File: src/rtl/mem_port_arbiter.sv
// Arbiter sharing one single-port memory between instruction fetch and data memory.
// Optional watchdog abort is compiled in with `define ARB_TIMEOUT_EN.
module mem_port_arbiter #(
    parameter int XLEN        = 32,
    parameter int ADDR_W      = 32,
    parameter int STARVE_MAX  = 4,
    parameter int TIMEOUT_CYC = 256
) (
    input  logic                clk,
    input  logic                rst,
    input  logic                if_req,
    input  logic [ADDR_W-1:0]   if_addr,
    output logic                if_gnt,
    output logic                if_rvalid,
    output logic [XLEN-1:0]     if_rdata,
    input  logic                dm_req,
    input  logic                dm_we,
    input  logic [ADDR_W-1:0]   dm_addr,
    input  logic [XLEN-1:0]     dm_wdata,
    input  logic [XLEN/8-1:0]   dm_be,
    output logic                dm_gnt,
    output logic                dm_rvalid,
    output logic [XLEN-1:0]     dm_rdata,
    output logic                mem_ce,
    output logic                mem_we,
    output logic [ADDR_W-1:0]   mem_addr,
    output logic [XLEN-1:0]     mem_wdata,
    output logic [XLEN/8-1:0]   mem_be,
    input  logic [XLEN-1:0]     mem_rdata,
    input  logic                mem_ready,
    output logic                bus_err
);
    localparam int BE_W = XLEN / 8;
    localparam int SC_W = $clog2(STARVE_MAX + 1);

    typedef enum logic [1:0] {IDLE, BUSY_IF, BUSY_DM} state_t;

    state_t              state, state_nxt;
    logic [SC_W-1:0]     starve_cnt, starve_nxt;
    logic [ADDR_W-1:0]   l_addr;
    logic                l_we;
    logic [XLEN-1:0]     l_wdata;
    logic [BE_W-1:0]     l_be;
    logic                busy, window, done, timeout, pick_if, pick_dm;

    assign busy = (state != IDLE);

`ifdef ARB_TIMEOUT_EN
    localparam int WC_W = $clog2(TIMEOUT_CYC + 1);
    logic [WC_W-1:0] wait_cnt;

    assign timeout = busy && !mem_ready && (wait_cnt == WC_W'(TIMEOUT_CYC - 1));

    always_ff @(posedge clk or negedge rst) begin
        if (!rst)                   wait_cnt <= '0;
        else if (pick_if || pick_dm) wait_cnt <= '0;
        else if (busy && !mem_ready) wait_cnt <= wait_cnt + 1'b1;
    end
`else
    assign timeout = 1'b0;
`endif

    // Gating with rst keeps the combinational grants quiet while reset is held.
    assign window  = rst && (!busy || mem_ready);
    assign pick_if = window && if_req && (!dm_req || (starve_cnt >= SC_W'(STARVE_MAX)));
    assign pick_dm = window && dm_req && !pick_if;
    assign done    = busy && (mem_ready || timeout);

    always_ff @(posedge clk or negedge rst) begin
        if (!rst) begin
            state      <= IDLE;
            starve_cnt <= '0;
        end else begin
            state      <= state_nxt;
            starve_cnt <= starve_nxt;
        end
    end

    always_comb begin
        state_nxt  = state;
        starve_nxt = starve_cnt;
        if (pick_if)      state_nxt = BUSY_IF;
        else if (pick_dm) state_nxt = BUSY_DM;
        else if (done)    state_nxt = IDLE;

        if (pick_dm && if_req) begin
            if (starve_cnt < SC_W'(STARVE_MAX)) starve_nxt = starve_cnt + 1'b1;
        end else if (pick_if || !if_req) begin
            starve_nxt = '0;
        end
    end

    always_ff @(posedge clk or negedge rst) begin
        if (!rst) begin
            l_addr  <= '0;
            l_we    <= 1'b0;
            l_wdata <= '0;
            l_be    <= '0;
        end else if (pick_if) begin
            l_addr  <= if_addr;
            l_we    <= 1'b0;
            l_wdata <= '0;
            l_be    <= '1;
        end else if (pick_dm) begin
            l_addr  <= dm_addr;
            l_we    <= dm_we;
            l_wdata <= dm_wdata;
            l_be    <= dm_be;
        end
    end

    assign if_gnt    = pick_if;
    assign dm_gnt    = pick_dm;
    assign if_rvalid = done && (state == BUSY_IF);
    assign dm_rvalid = done && (state == BUSY_DM);
    // An aborted transaction returns zero data to its owner.
    assign if_rdata  = (if_rvalid && !timeout) ? mem_rdata : '0;
    assign dm_rdata  = (dm_rvalid && !timeout && !l_we) ? mem_rdata : '0;

    assign mem_ce    = busy;
    assign mem_we    = (state == BUSY_DM) && l_we;
    assign mem_addr  = busy ? l_addr  : '0;
    assign mem_wdata = busy ? l_wdata : '0;
    assign mem_be    = busy ? l_be    : '0;
    assign bus_err   = timeout;

endmodule

File: config.mk
export PLATFORM = sky130hd
export DESIGN_NAME = mem_port_arbiter
export DESIGN_NICKNAME = d
export VERILOG_FILES = /design/src/rtl/mem_port_arbiter.sv
export SDC_FILE = /design/constraint.sdc
export NUM_CORES = 1
export LEC_CHECK = 0
export ABC_AREA = 1
export CAP_MARGIN = 5
export CORE_ASPECT_RATIO = 1.2
export CORE_UTILIZATION = 38
export CTS_CLUSTER_DIAMETER = 50
export DETAILED_ROUTE_END_ITERATION = 10
export PLACE_DENSITY_LB_ADDON = 0.3
export SLEW_MARGIN = 20
export SYNTH_ARGS = -nofsm -noshare
export SYNTH_HDL_FRONTEND = slang
export SYNTH_SLANG_ARGS = --single-unit
export TNS_END_PERCENT = 10
File: constraint.sdc
create_clock -name clk -period 2.3 [get_ports clk]
set_input_delay 0.69 -clock clk [delete_from_list [all_inputs] [get_ports clk]]
set_output_delay 0.69 -clock clk [all_outputs]
set_load 0.01 [all_outputs]
=== Word-level counts from Yosys, hierarchy flattened ===
Cells that the tools add are included.
W data, S select, Z words.

* Add/subtract/negate cells: 1
* Multipliers: 0
* Div/mod/pow operators: 0
* Magnitude comparators: 2
* Eq/ne operators: 3
* Shift-type cells: 0
* Multiplexer cells: 19
* Bitwise operators: 0
* Reductions and logical operators: 24

{| class="wikitable"
|+ Operators by type and width
! operator !! count
|-
| $mux W32 || 8
|-
| $mux W4 || 3
|-
| $logic_and A1 B1 Y1 || 11
|-
| $mux W3 || 3
|-
| $mux W2 || 3
|-
| $reduce_bool A2 Y1 || 3
|-
| $logic_not A1 Y1 || 5
|-
| $add A3 B1 Y3 const B || 1
|-
| $ge A3 B3 Y1 const B || 1
|-
| $logic_or A1 B1 Y1 || 3
|-
| $lt A3 B3 Y1 const B || 1
|-
| $reduce_bool A3 Y1 || 1
|-
| $eq A2 B1 Y1 const B || 1
|-
| $eq A2 B2 Y1 const B || 1
|-
| $mux W1 || 2
|-
| $ne A2 B1 Y1 const B || 1
|-
| $reduce_and A2 Y1 || 1
|}

* Register bits: 74
* Latch bits: 0
* RAM bits: 0
* Bits in read-only memories: 0
* Bits of input ports: 138
* Output and inout port bits: 139
* Memories kept: 0

=== Depth between registers and ports, before layout ===
* Depth in word-level cells: 11
* Mapped depth: 9
* Depth with buffers taken out: 8

=== Worst setup path before layout ===
OpenSTA, ideal clock, no wires.

* Path type: in2out
* Start point: in mem_ready
* End point: out if_rdata[10]
* Arrival time: 1.600 ns
* Setup slack: 0.010 ns
* Stages on the path: 5
* Cells stage by stage: inv_1 nor3_1 inv_1 clkbuf_1 nor2_1

* Longest elaborated chain between the ends: 3

{| class="wikitable"
|+ RTL lines
! what !! RTL line !! RTL
|-
| from (decl) || 30 || <nowiki>input logic mem_ready,</nowiki>
|-
| $logic_and A1 B1 Y1 || 67 || <nowiki>assign done = busy && (mem_ready || timeout);</nowiki>
|-
| $logic_and A1 B1 Y1 || 114 || <nowiki>assign if_rvalid = done && (state == BUSY_IF);</nowiki>
|-
| named net if_rvalid || 14 || <nowiki>output logic if_rvalid,</nowiki>
|-
| $mux W32 || 117 || <nowiki>assign if_rdata = (if_rvalid && !timeout) ? mem_rdata : '0;</nowiki>
|-
| to (decl) || 15 || <nowiki>output logic [XLEN-1:0] if_rdata,</nowiki>
|}

The timed path passes the listed nets, and every way through them passes these cells.

=== Worst setup path in the final report ===
* Start point: reg state[1]
* End point: out if_rdata[20]

* Longest elaborated chain between the ends: 4
* Elaborated cells on any way between the ends: 5
* Classes of those cells: eq/ne (1); mux (1); reduce/logical (3)

{| class="wikitable"
|+ RTL lines
! what !! RTL line !! RTL
|-
| from (decl) || 38 || <nowiki>state_t state, state_nxt;</nowiki>
|-
| from (signal assigned) || 74 || <nowiki>state <= state_nxt;</nowiki>
|-
| $reduce_bool A2 Y1 || 46 || <nowiki>assign busy = (state != IDLE);</nowiki>
|-
| $logic_and A1 B1 Y1 || 67 ||
|-
| $logic_and A1 B1 Y1 (*) || 114 ||
|-
| $mux W32 (*) || 117 ||
|}

Every way passes the cells marked *; elsewhere a longest branch is shown, timed or not.

==> results.json <==
{
  "routed_wl_um": 15500,
  "synth-seq-area-share": 0.413,
  "slowest_delay_ns": 0.37,
  "start_util": 0.389,
  "crit_start": "state[1]$_DFFE_PN0P_",
  "cp_data_required_time_ns": 1.61,
  "multi_input_comb_area_mm2": 0.00192,
  "grt_overflow": 0,
  "max_freq_mhz": 423,
  "rows": 43,
  "path_buf_inv": 5,
  "vdd_drop_max_mv": 0.432,
  "synth.cell_area_mm2": 0.00448,
  "viasPerCell": 4.58,
  "layout-drive-gt1-share": 0.179,
  "slew_headroom": 0.479,
  "core_mm2": 0.0115,
  "maxSlewViolCount": 0,
  "grt_pass1_vias": 4605,
  "path_cells": "buf_4 > nor3_4 > inv_4 > buf_12 > clkbuf_16 > nor2_2 > buf_2",
  "r2r_start": "state[0]$_DFFE_PN0P_",
  "busiest_layer": "met2",
  "antenna_found_initial": 1,
  "met3_usage": 0.0812,
  "synthAdderAreaFrac": 0.00279,
  "cts.sinks": 74,
  "num_vias": 5209,
  "placedCellCount": 1107,
  "synth_nets": 834,
  "h-tree-depth": 3,
  "die-width_um": 101,
  "tightestPinTransition_ns": 0.781,
  "antenna_left": 0,
  "ys_types": 22,
  "diodes": 0,
  "dr.pass1.iters": 5,
  "use_met1": 0.285,
  "syn_avg_cell_area_um2": 6.45,
  "gp_congestion": 0.750,
  "synth_top_family_by_area": "simple AND/OR/NAND/NOR gates",
  "synth_xor_xnor_area_share": 0.00195,
  "muxShareOfSynthArea": 0,
  "met2_usage": 0.421,
  "place.port_buffers": 275,
  "skew_ns": 0.00871,
  "nets": 1114,
  "post_drt_wl_per_cell_um": 13.6,
  "drc_errors": 0,
  "violations": "setup timing",
  "arrival_ns": 1.68,
  "fin_area_mm2": 0.00786,
  "finalHoldViolations": 0,
  "ys_top_cells_by_area": "dfrtp_1 41%, inv_1 14%, nor2_1 12%",
  "min_path_type": "in -> async",
  "clkLatencyLatePin_ns": 0.33,
  "power_mw": 5.26,
  "clockRootBuffer": "clkbuf_16",
  "die-height_um": 121,
  "leakage_nw": 4.39,
  "setup_viol": 21,
  "seqCellArea_mm2": 0.00185,
  "io_pins": 277,
  "yosysTopAreaCellShare": 0.413,
  "cts_made_buffers": 9,
  "post-route-util": 0.682,
  "die-area_mm2": 0.0122,
  "synthSimpleGateAreaFrac": 0.352,
  "cp_slowest_cell": "dfrtp_1",
  "drv_cap": 0,
  "cpLargestDelayFamily": "buffers and inverters",
  "rsz0062_at_grt": "true",
  "synth_compound_area_frac": 0.0405,
  "area_growth_pct": 75.3,
  "clk_pin_slew_ns": 0.06,
  "drt_iter0_drc": 242,
  "cts_tree": "yes",
  "power_density_mw_per_mm2": 670,
  "final_cells": 1137,
  "synth.largest_area_cell": "dfrtp_1",
  "outcome": "complete, but fails checks",
  "layout_setup_ws_ns": -0.0654,
  "hold_buffers": 0,
  "synth_cells": 695,
  "layout_commonest_cell": "inv_1",
  "placed_area_mm2": 0.00747,
  "hpwlAfterDp_um": 10700,
  "worstPathMaxFanout": 5,
  "grt_max_degree": 69,
  "grt.total_usage": 0.246,
  "grt_pass1_wl_um": 23200,
  "worstSetupPathType": "reg -> out",
  "start_kind": "flip-flop",
  "layout_min_cycle_time_ns": 2.37,
  "cts.path.max_buffers": 2,
  "nFillCells": 1040,
  "ys_ff_latch": 74,
  "yosysWarnings": 0,
  "end_kind": "primary output",
  "layout_common_cells": "169 x inv_1, 134 x clkdlybuf4s50_1, 116 x nor2_1",
  "fin_crit_sh": 1.03
}
[worst reg2reg max path, delay by kind of cell, from the launching register on]
kind | cells | cell delay, ns
buffers and inverters | 3 | 0.87
AOI/OAI and AO/OA | 1 | 0.25
DFF | 1 | 0.35
and+or+nand+nor | 4 | 0.40
[power breakdown]
group	total [mW]	internal [mW]	switching [mW]
Clock	1.57	0.991	0.577
Sequential	1.68	1.56	0.114
Combinational	2.01	0.950	1.06
[routing by layer]
metal	wire length [µm]	vias up	part of all wire
met5	0	-	0
met4	301	0	0.019
met3	1540	24	0.099
met2	7590	213	0.49
met1	6070	2359	0.39
li1	-	2613	-
[what timing repair did]
| item | CTS | global route |
|---|---|---|
| pin swaps | 2 | 3 |
| hold endpoints to repair | 0 | 0 |
| gates cloned | 5 | 1 |
| gates resized for setup | 362 | 85 |
| endpoints found under the setup margin | 206 | 98 |
| setup buffers | 4 | 4 |
[cell usage after synthesis]
cell type,instances
nor2_1,147
dfrtp_1,74
nor2_4,1
buf_1,6
clkbuf_1,24
nand3_2,1
nand2_2,2
a21oi_4,1
buf_2,11
inv_1,172
inv_2,3
o21ai_0,33
nand3_1,67
xor2_1,1
nand2_1,110
ha_1,1
conb_1,1
nor3_1,1
nand3b_1,1
buf_4,3
nand3_4,1
nand4_1,34
[sequential cells by signal, indices dropped and copies added (netlist names)]
signal      cells
l_addr         32
l_be            4
l_wdata        32
l_we            1
starve_cnt      3
state           2
[final timing paths]
check | end | slack, ns | depth (start not counted)
worst min-delay path | l_addr[29]$_DFFE_PN0P_ | 0.46 | 2
worst max-delay path | if_rdata[20] | -0.07 | 7
max in group asynchronous | l_be[3]$_DFFE_PN0P_ | 1.21 | 2
worst min register to register | starve_cnt[1]$_DFFE_PN0P_ | 0.50 | 2
worst max register to register | l_wdata[26]$_DFFE_PN0P_ | 0.35 | 8
min in group clk | starve_cnt[1]$_DFFE_PN0P_ | 0.50 | 2
[metrics by stage]
stage                     hold slack [ns]  TNS, ns  setup slack, ns
final                               0.457   -0.916          -0.0654
after global routing                0.489    -3.17           -0.159
after CTS                           0.464    -1.76           -0.116
after detailed placement            0.482   -81.56           -0.799
after global placement              0.466   -79.56           -0.787
after floorplan                     0.394        0          0.00965
[kinds of logic (layout without fill, tap and decap cells)]
family                   count (synthesis)  in the layout
AO/OA/AOI/OAI                           34             34
flip-flops                              74             74
adder cells (fa/ha/maj)                  1              1
XOR/XNOR                                 1              1
AND/OR/NAND/NOR                        365            365
buffers and inverters                  219            504
other                                    1              1
[final cells by class]
class                           instances  share of cell area
Clock inverter                          6              0.0121
Tap cell                              157              0.0250
Sequential cell                        74               0.236
Multi-Input combinational cell        402               0.245
Inverter                              175              0.0852
Timing Repair Buffer                  313               0.367
Clock buffer                           10              0.0304
No activity file was read; power rests on OpenSTA's default activity.
